`src/rtl/stage_2_nbool_pipe.sv`:
```
`default_nettype none
// =====================================================================
// stage_2_nbool_pipe
//   Range stage for the entropy encoder: one Q15 CDF encode or up to
//   N_BOOL chained 50% bool encodes per beat. Each result is
//   renormalised once. Output sits behind a valid/ready register.
// Revision: 1.0
// =====================================================================
module stage_2_nbool_pipe #(
  parameter int RANGE_WIDTH  = 16,
  parameter int D_SIZE       = 5,
  parameter int SYMBOL_WIDTH = 4,
  parameter int N_BOOL       = 4,
  parameter logic [RANGE_WIDTH-1:0] RANGE_RESET = 16'h8000,
  localparam int CNT_W = $clog2(N_BOOL + 1)
) (
  input  logic                             clk,
  input  logic                             reset,
  input  logic                             restart,
  input  logic                             in_valid,
  output logic                             in_ready,
  input  logic [RANGE_WIDTH-1:0]           UU,
  input  logic [RANGE_WIDTH-1:0]           VV,
  input  logic [RANGE_WIDTH-1:0]           lut_u,
  input  logic [RANGE_WIDTH-1:0]           lut_v,
  input  logic                             COMP_mux_1,
  input  logic [CNT_W-1:0]                 bool_count,
  input  logic [N_BOOL*SYMBOL_WIDTH-1:0]   symbols,
  output logic                             out_valid,
  input  logic                             out_ready,
  output logic [RANGE_WIDTH:0]             u_out,
  output logic [RANGE_WIDTH-1:0]           out_range,
  output logic [N_BOOL*RANGE_WIDTH-1:0]    initial_range,
  output logic [N_BOOL*RANGE_WIDTH-1:0]    pre_low,
  output logic [N_BOOL*D_SIZE-1:0]         out_d,
  output logic [N_BOOL-1:0]                bool_mask,
  output logic [N_BOOL-1:0]                sym_bits,
  output logic                             comp_out
);

  localparam int PROD_W = 2 * RANGE_WIDTH - 8;

  logic                                   r_ready_en;
  logic                                   r_out_valid;
  logic [RANGE_WIDTH-1:0]                 r_range;
  logic [RANGE_WIDTH:0]                   r_u;
  logic [RANGE_WIDTH-1:0]                 r_range_out;
  logic [N_BOOL-1:0][RANGE_WIDTH-1:0]     r_init;
  logic [N_BOOL-1:0][RANGE_WIDTH-1:0]     r_pre;
  logic [N_BOOL-1:0][D_SIZE-1:0]          r_d;
  logic [N_BOOL-1:0]                      r_mask;
  logic [N_BOOL-1:0]                      r_sym;
  logic                                   r_comp;

  logic                                   w_accept;
  logic [RANGE_WIDTH-1:0]                 w_r0;
  logic [CNT_W-1:0]                       w_k;
  logic [PROD_W-1:0]                      w_prod_u;
  logic [PROD_W-1:0]                      w_prod_v;
  logic [RANGE_WIDTH:0]                   w_u;
  logic [RANGE_WIDTH:0]                   w_v;
  logic [RANGE_WIDTH-1:0]                 w_cdf_raw;
  logic [D_SIZE-1:0]                      w_cdf_d;
  logic [N_BOOL-1:0][RANGE_WIDTH-1:0]     w_init;
  logic [N_BOOL-1:0][RANGE_WIDTH-1:0]     w_pre;
  logic [N_BOOL-1:0][D_SIZE-1:0]          w_d;
  logic [N_BOOL-1:0]                      w_mask;
  logic [N_BOOL-1:0]                      w_sym;
  logic [RANGE_WIDTH-1:0]                 w_range_nxt;
  logic [RANGE_WIDTH:0]                   w_u_nxt;
  logic                                   w_unused;

  // Leading-zero count; an all-zero value normalises by the maximum shift.
  function automatic logic [D_SIZE-1:0] f_lzc(input logic [RANGE_WIDTH-1:0] x);
    logic [D_SIZE-1:0] n;
    logic              found;
    n     = D_SIZE'(RANGE_WIDTH - 1);
    found = 1'b0;
    for (int i = RANGE_WIDTH - 1; i >= 0; i--) begin
      if (!found && x[i]) begin
        n     = D_SIZE'(RANGE_WIDTH - 1 - i);
        found = 1'b1;
      end
    end
    return n;
  endfunction

  assign in_ready = r_ready_en & (~r_out_valid | out_ready);
  assign w_accept = in_valid & in_ready;
  assign w_r0     = restart ? RANGE_RESET : r_range;
  assign w_k      = (bool_count > CNT_W'(N_BOOL)) ? CNT_W'(N_BOOL) : bool_count;

  assign w_prod_u  = PROD_W'(w_r0[RANGE_WIDTH-1:8]) * PROD_W'(UU);
  assign w_prod_v  = PROD_W'(w_r0[RANGE_WIDTH-1:8]) * PROD_W'(VV);
  assign w_u       = w_prod_u[RANGE_WIDTH+1:1] + {1'b0, lut_u};
  assign w_v       = w_prod_v[RANGE_WIDTH+1:1] + {1'b0, lut_v};
  assign w_cdf_raw = COMP_mux_1 ? (w_u[RANGE_WIDTH-1:0] - w_v[RANGE_WIDTH-1:0])
                                : (w_r0 - w_v[RANGE_WIDTH-1:0]);
  assign w_cdf_d   = f_lzc(w_cdf_raw);

  // Only bit 0 of each symbol lane and the middle product bits carry meaning.
  assign w_unused = ^{symbols, w_prod_u, w_prod_v, w_v};

  for (genvar g = 0; g < N_BOOL; g++) begin : g_sym
    assign w_sym[g] = symbols[g*SYMBOL_WIDTH];
  end

  always_comb begin
    logic [RANGE_WIDTH-1:0] w_r;
    logic [RANGE_WIDTH-1:0] w_bv;
    logic [RANGE_WIDTH-1:0] w_bpre;
    logic [RANGE_WIDTH-1:0] w_braw;
    logic [D_SIZE-1:0]      w_bd;
    w_init      = '0;
    w_pre       = '0;
    w_d         = '0;
    w_mask      = '0;
    w_u_nxt     = '0;
    w_range_nxt = w_r0;
    w_r         = w_r0;
    w_bv        = '0;
    w_bpre      = '0;
    w_braw      = '0;
    w_bd        = '0;
    if (w_k == '0) begin
      w_init[0]   = w_r0;
      w_d[0]      = w_cdf_d;
      w_u_nxt     = w_u;
      w_range_nxt = w_cdf_raw << w_cdf_d;
    end else begin
      // Each active bin renormalises by at most two, feeding the next bin.
      for (int i = 0; i < N_BOOL; i++) begin
        if (CNT_W'(i) < w_k) begin
          w_bv      = ((w_r >> 8) << 7) + RANGE_WIDTH'(4);
          w_bpre    = w_r - w_bv;
          w_braw    = w_sym[i] ? w_bv : w_bpre;
          w_bd      = w_braw[RANGE_WIDTH-1] ? D_SIZE'(0) :
                      w_braw[RANGE_WIDTH-2] ? D_SIZE'(1) : D_SIZE'(2);
          w_init[i] = w_r;
          w_pre[i]  = w_bpre;
          w_d[i]    = w_bd;
          w_mask[i] = 1'b1;
          w_r       = w_braw << w_bd;
        end
      end
      w_range_nxt = w_r;
    end
  end

  always_ff @(posedge clk or posedge reset) begin
    if (reset) begin
      r_ready_en  <= 1'b0;
      r_out_valid <= 1'b0;
      r_range     <= RANGE_RESET;
      r_u         <= '0;
      r_range_out <= '0;
      r_init      <= '0;
      r_pre       <= '0;
      r_d         <= '0;
      r_mask      <= '0;
      r_sym       <= '0;
      r_comp      <= 1'b0;
    end else begin
      r_ready_en <= 1'b1;
      if (w_accept) begin
        r_out_valid <= 1'b1;
        r_range     <= w_range_nxt;
        r_u         <= w_u_nxt;
        r_range_out <= w_range_nxt;
        r_init      <= w_init;
        r_pre       <= w_pre;
        r_d         <= w_d;
        r_mask      <= w_mask;
        r_sym       <= w_sym;
        r_comp      <= COMP_mux_1;
      end else begin
        if (out_ready) begin
          r_out_valid <= 1'b0;
        end
        if (restart) begin
          r_range <= RANGE_RESET;
        end
      end
    end
  end

  assign out_valid     = r_out_valid;
  assign u_out         = r_u;
  assign out_range     = r_range_out;
  assign initial_range = r_init;
  assign pre_low       = r_pre;
  assign out_d         = r_d;
  assign bool_mask     = r_mask;
  assign sym_bits      = r_sym;
  assign comp_out      = r_comp;

endmodule
`default_nettype wire
```
`config.mk`:
```
export PLATFORM = sky130hd
export DESIGN_NAME = stage_2_nbool_pipe
export DESIGN_NICKNAME = d
export VERILOG_FILES = /design/src/rtl/stage_2_nbool_pipe.sv
export SDC_FILE = /design/constraint.sdc
export NUM_CORES = 1
export LEC_CHECK = 0
export CAP_MARGIN = 20
export CORE_ASPECT_RATIO = 0.5
export CORE_UTILIZATION = 45
export CTS_BUF_LIST = sky130_fd_sc_hd__clkbuf_8
export CTS_CLUSTER_DIAMETER = 60
export CTS_CLUSTER_SIZE = 20
export DETAILED_ROUTE_END_ITERATION = 8
export DONT_BUFFER_PORTS = 1
export GPL_TIMING_DRIVEN = 0
export PLACE_DENSITY = 0.63
export SLEW_MARGIN = 10
export SYNTH_ARGS = -nofsm -noshare
export SYNTH_HDL_FRONTEND = slang
export SYNTH_SLANG_ARGS = --single-unit
```
`constraint.sdc`:
```
create_clock -name clk -period 9.6 [get_ports clk]
set_input_delay 0.96 -clock clk [delete_from_list [all_inputs] [get_ports clk]]
set_output_delay 0.96 -clock clk [all_outputs]
set_load 0.03 [all_outputs]
```
==> results.py <==
metrics = {
    "run_status": {
        "status": "finished with violations",
        "failed_checks": "setup timing",
    },
    "global_routing": {
        "groute.layer.met2.usage": 0.581,
        "gr-usage-met1": 0.451,
        "grt_max_degree": 111,
        "grt-ovfl-total": 0,
        "antenna_found_initial": 2,
        "grt_pass1_wl_mm": 129,
        "grt_usage": 0.348,
        "grt_pass1_vias": 20900,
        "grt_use_met3": 0.0697,
        "grt_busiest_layer": "met2",
    },
    "sta": {
        "hold_violations": 0,
        "skew_ps": 20.8,
        "tns_ps": -33400,
        "fin_crit_ps": 10690,
        "setup_slack_ps": -1090,
        "tightestPinTransition_ps": 1180,
        "fin_crit_sh": 1.11,
        "clock.fmax_mhz": 93.5,
        "slew_viol_final": 0,
        "rsz0062_at_grt": "true",
        "max_slew_margin": 0.211,
        "setup_viol": 39,
    },
    "critical_path": {
        "crit_path_end_kind": "register",
        "cp.arrival_ps": 11090,
        "setup.worst_path.class": "in2reg",
        "r2r_start": "r_range[2]$_DFF_PP0_",
        "required_ps": 10000,
        "rrSetupSlack_ps": -1000,
        "critical-path-max-stage-delay_ps": 490,
        "path_buf_inv": 15,
        "timing.rr.end": "r_range[4]$_DFF_PP0_",
        "critPathLaunchType": "primary input",
        "r2r_cells": 47,
        "crit_slowest_cell": "ha_2",
        "critical_path.max_fanout": 10,
        "crit_family": "compound AO/OA/AOI/OAI gates",
    },
    "routing": {
        "viasPerCell": 6.08,
        "wl_mm": 88.6,
        "first_pass_iters": 6,
        "vias": 21700,
        "wl_per_cell_um": 24.8,
        "drt_iter0_markers": 2147,
        "drc_errors": 0,
        "drtAntennaViolNets": 0,
    },
    "synthesis": {
        "synth_edf_count": 0,
        "async_flop_share": 1.00,
        "yosysWarnings": 0,
        "ys_types": 117,
        "ys.flop_type": "dfrtp_1",
        "syn_inst": 2648,
        "syn_area_um2": 21700,
        "ys_ff_latch": 192,
        "synth_seq_area_share": 0.221,
        "syn_avg_cell_area_um2": 8.21,
    },
    "finish": {
        "mostFrequentLayoutCell": "nand2_1",
        "nNetsFinal": 3282,
        "final_util": 0.582,
        "layoutNonFillerInstCount": 3575,
        "fillerInstances": 4295,
        "area_growth_pct": 26.5,
        "multi_input_area_um2": 17400,
        "layout_common_cells": "nand2_1 (349), inv_1 (233), buf_4 (228), dfrtp_1 (191), o21ai_0 (162)",
        "layout-drive-gt1-share": 0.243,
        "seq_area_um2": 4810,
    },
    "clocking": {
        "cts_buffers": 17,
        "cts_tree": "built",
        "clock_path_buffers": 2,
        "worst_skew_pair.late_latency_ps": 540,
        "clock-sinks": 192,
        "clock-root-buffer": "clkbuf_8",
        "htree_levels": 4,
        "path_clk_slew_ps": 110,
    },
    "flow_run": {
        "maxCapViolCount": 0,
    },
    "floorplanning": {
        "pin_count": 281,
        "rows": 56,
        "dieArea_um2": 49200,
        "die_y_um": 157,
        "initial_core_util": 0.460,
        "die_w_um": 313,
        "core_um2": 47200,
    },
    "placed_design": {
        "gp_congestion": 0.990,
        "portBuffers": 0,
        "dp.cells": 3297,
        "hpwl_mm": 64.5,
    },
    "worst_hold_path": {
        "min_path_type": "in2async",
    },
}
## cell type report
class                      instances  area share
antenna                            2    0.000182
buffer                           139      0.0349
clock buffer                      19     0.00951
clock inverter                    13     0.00469
inverter                         262      0.0374
multi-input combinational       2054       0.631
sequential                       192       0.175
tap                              638      0.0290
timing repair buffer             256      0.0782
## what timing repair did
action | in CTS | in global routing
resized for setup | 296 | 152
pin swaps | 95 | 93
gates cloned | 2 | 0
setup endpoints to repair | 71 | 49
hold buffers | 0 | 0
setup buffers | 187 | 73
## per-stage QoR
step / area, um2 / setup slack (ps) / hold slack (ps)
3_5_place_dp: 23100 / -4160 / 667
3_3_place_gp: 23100 / -4190 / 664
5_1_grt: 27500 / -1450 / 357
2_1_floorplan: 22300 / -873 / 630
4_1_cts: 26300 / -796 / 337
6_report: 27500 / -1090 / 293
## worst reg2reg max path: cells and delay by family (launching register included)
kind	cells	cell delay, ps
buffers and inverters	7	1140
adder cells (fa/ha/maj)	4	1200
flip-flops	1	410
XOR/XNOR	1	310
AO/OA/AOI/OAI	18	3800
multiplexers	2	590
AND/OR/NAND/NOR	15	2990
## state kept, by name, summed over array words and instances (netlist names)
name and flops:
u_out 17, initial_range 64, pre_low 58, out_range 16
r_ready_en 1, out_d 10, r_range 16, sym_bits 4
bool_mask 4, out_valid 1, comp_out 1
## metal layers
| metal | vias to the layer above | part of all wire |
|---|---|---|
| li1 | 9601 | - |
| met1 | 10900 | 0.41 |
| met2 | 1047 | 0.47 |
| met3 | 204 | 0.085 |
| met4 | 0 | 0.038 |
| met5 | - | 0 |
## synth_stat cells (12+ instances only)
master	instances	area, um2
nand2b_1	18	113
mux2_2	18	203
o211ai_1	30	225
clkbuf_1	106	398
o31ai_1	13	97.6
nor4_1	13	81.3
and2_1	159	995
a211oi_1	15	113
nor2_1	141	529
nor3_1	35	175
a31oi_1	23	144
inv_1	258	968
and3_1	18	113
a21o_1	36	270
o21a_1	12	90.1
dfrtp_1	191	4780
ha_1	131	1640
fa_1	140	2800
nand3_1	35	175
nor2b_1	24	150
mux2i_1	42	420
xnor2_1	98	858
a21oi_1	156	781
o21bai_1	29	218
o21ai_0	194	971
buf_4	20	150
a22o_1	42	368
xor2_1	25	219
nand2_1	367	1380
## logic make-up (layout without fill, tap and decap cells)
group | Yosys count | count (layout) | share of synthesized area
compound gates | 707 | 707 | 0.222
flops | 192 | 192 | 0.221
xor+xnor | 126 | 126 | 0.0518
fa+ha+maj | 271 | 271 | 0.204
simple gates | 875 | 875 | 0.194
other cells | 2 | 13 | 0.000345
buf+inv | 411 | 689 | 0.0757
mux | 64 | 64 | 0.0310
## worst max-delay path by stage
stage / start / endpoint / slack (ps) / depth (start not counted)
6_report: restart / r_range[4]$_DFF_PP0_ / -1090 / 51
5_1_grt: restart / r_range[14]$_DFF_PP0_ / -1450 / 58
4_1_cts: restart / r_range[4]$_DFF_PP0_ / -800 / 60
3_5_place_dp: restart / r_range[4]$_DFF_PP0_ / -4160 / 49
3_3_place_gp: restart / r_range[4]$_DFF_PP0_ / -4190 / 49
2_1_floorplan: restart / r_range[4]$_DFF_PP0_ / -870 / 57
Power is not shown: default switching activity piles up to over one toggle a cycle in this logic, so the estimate is an artifact.
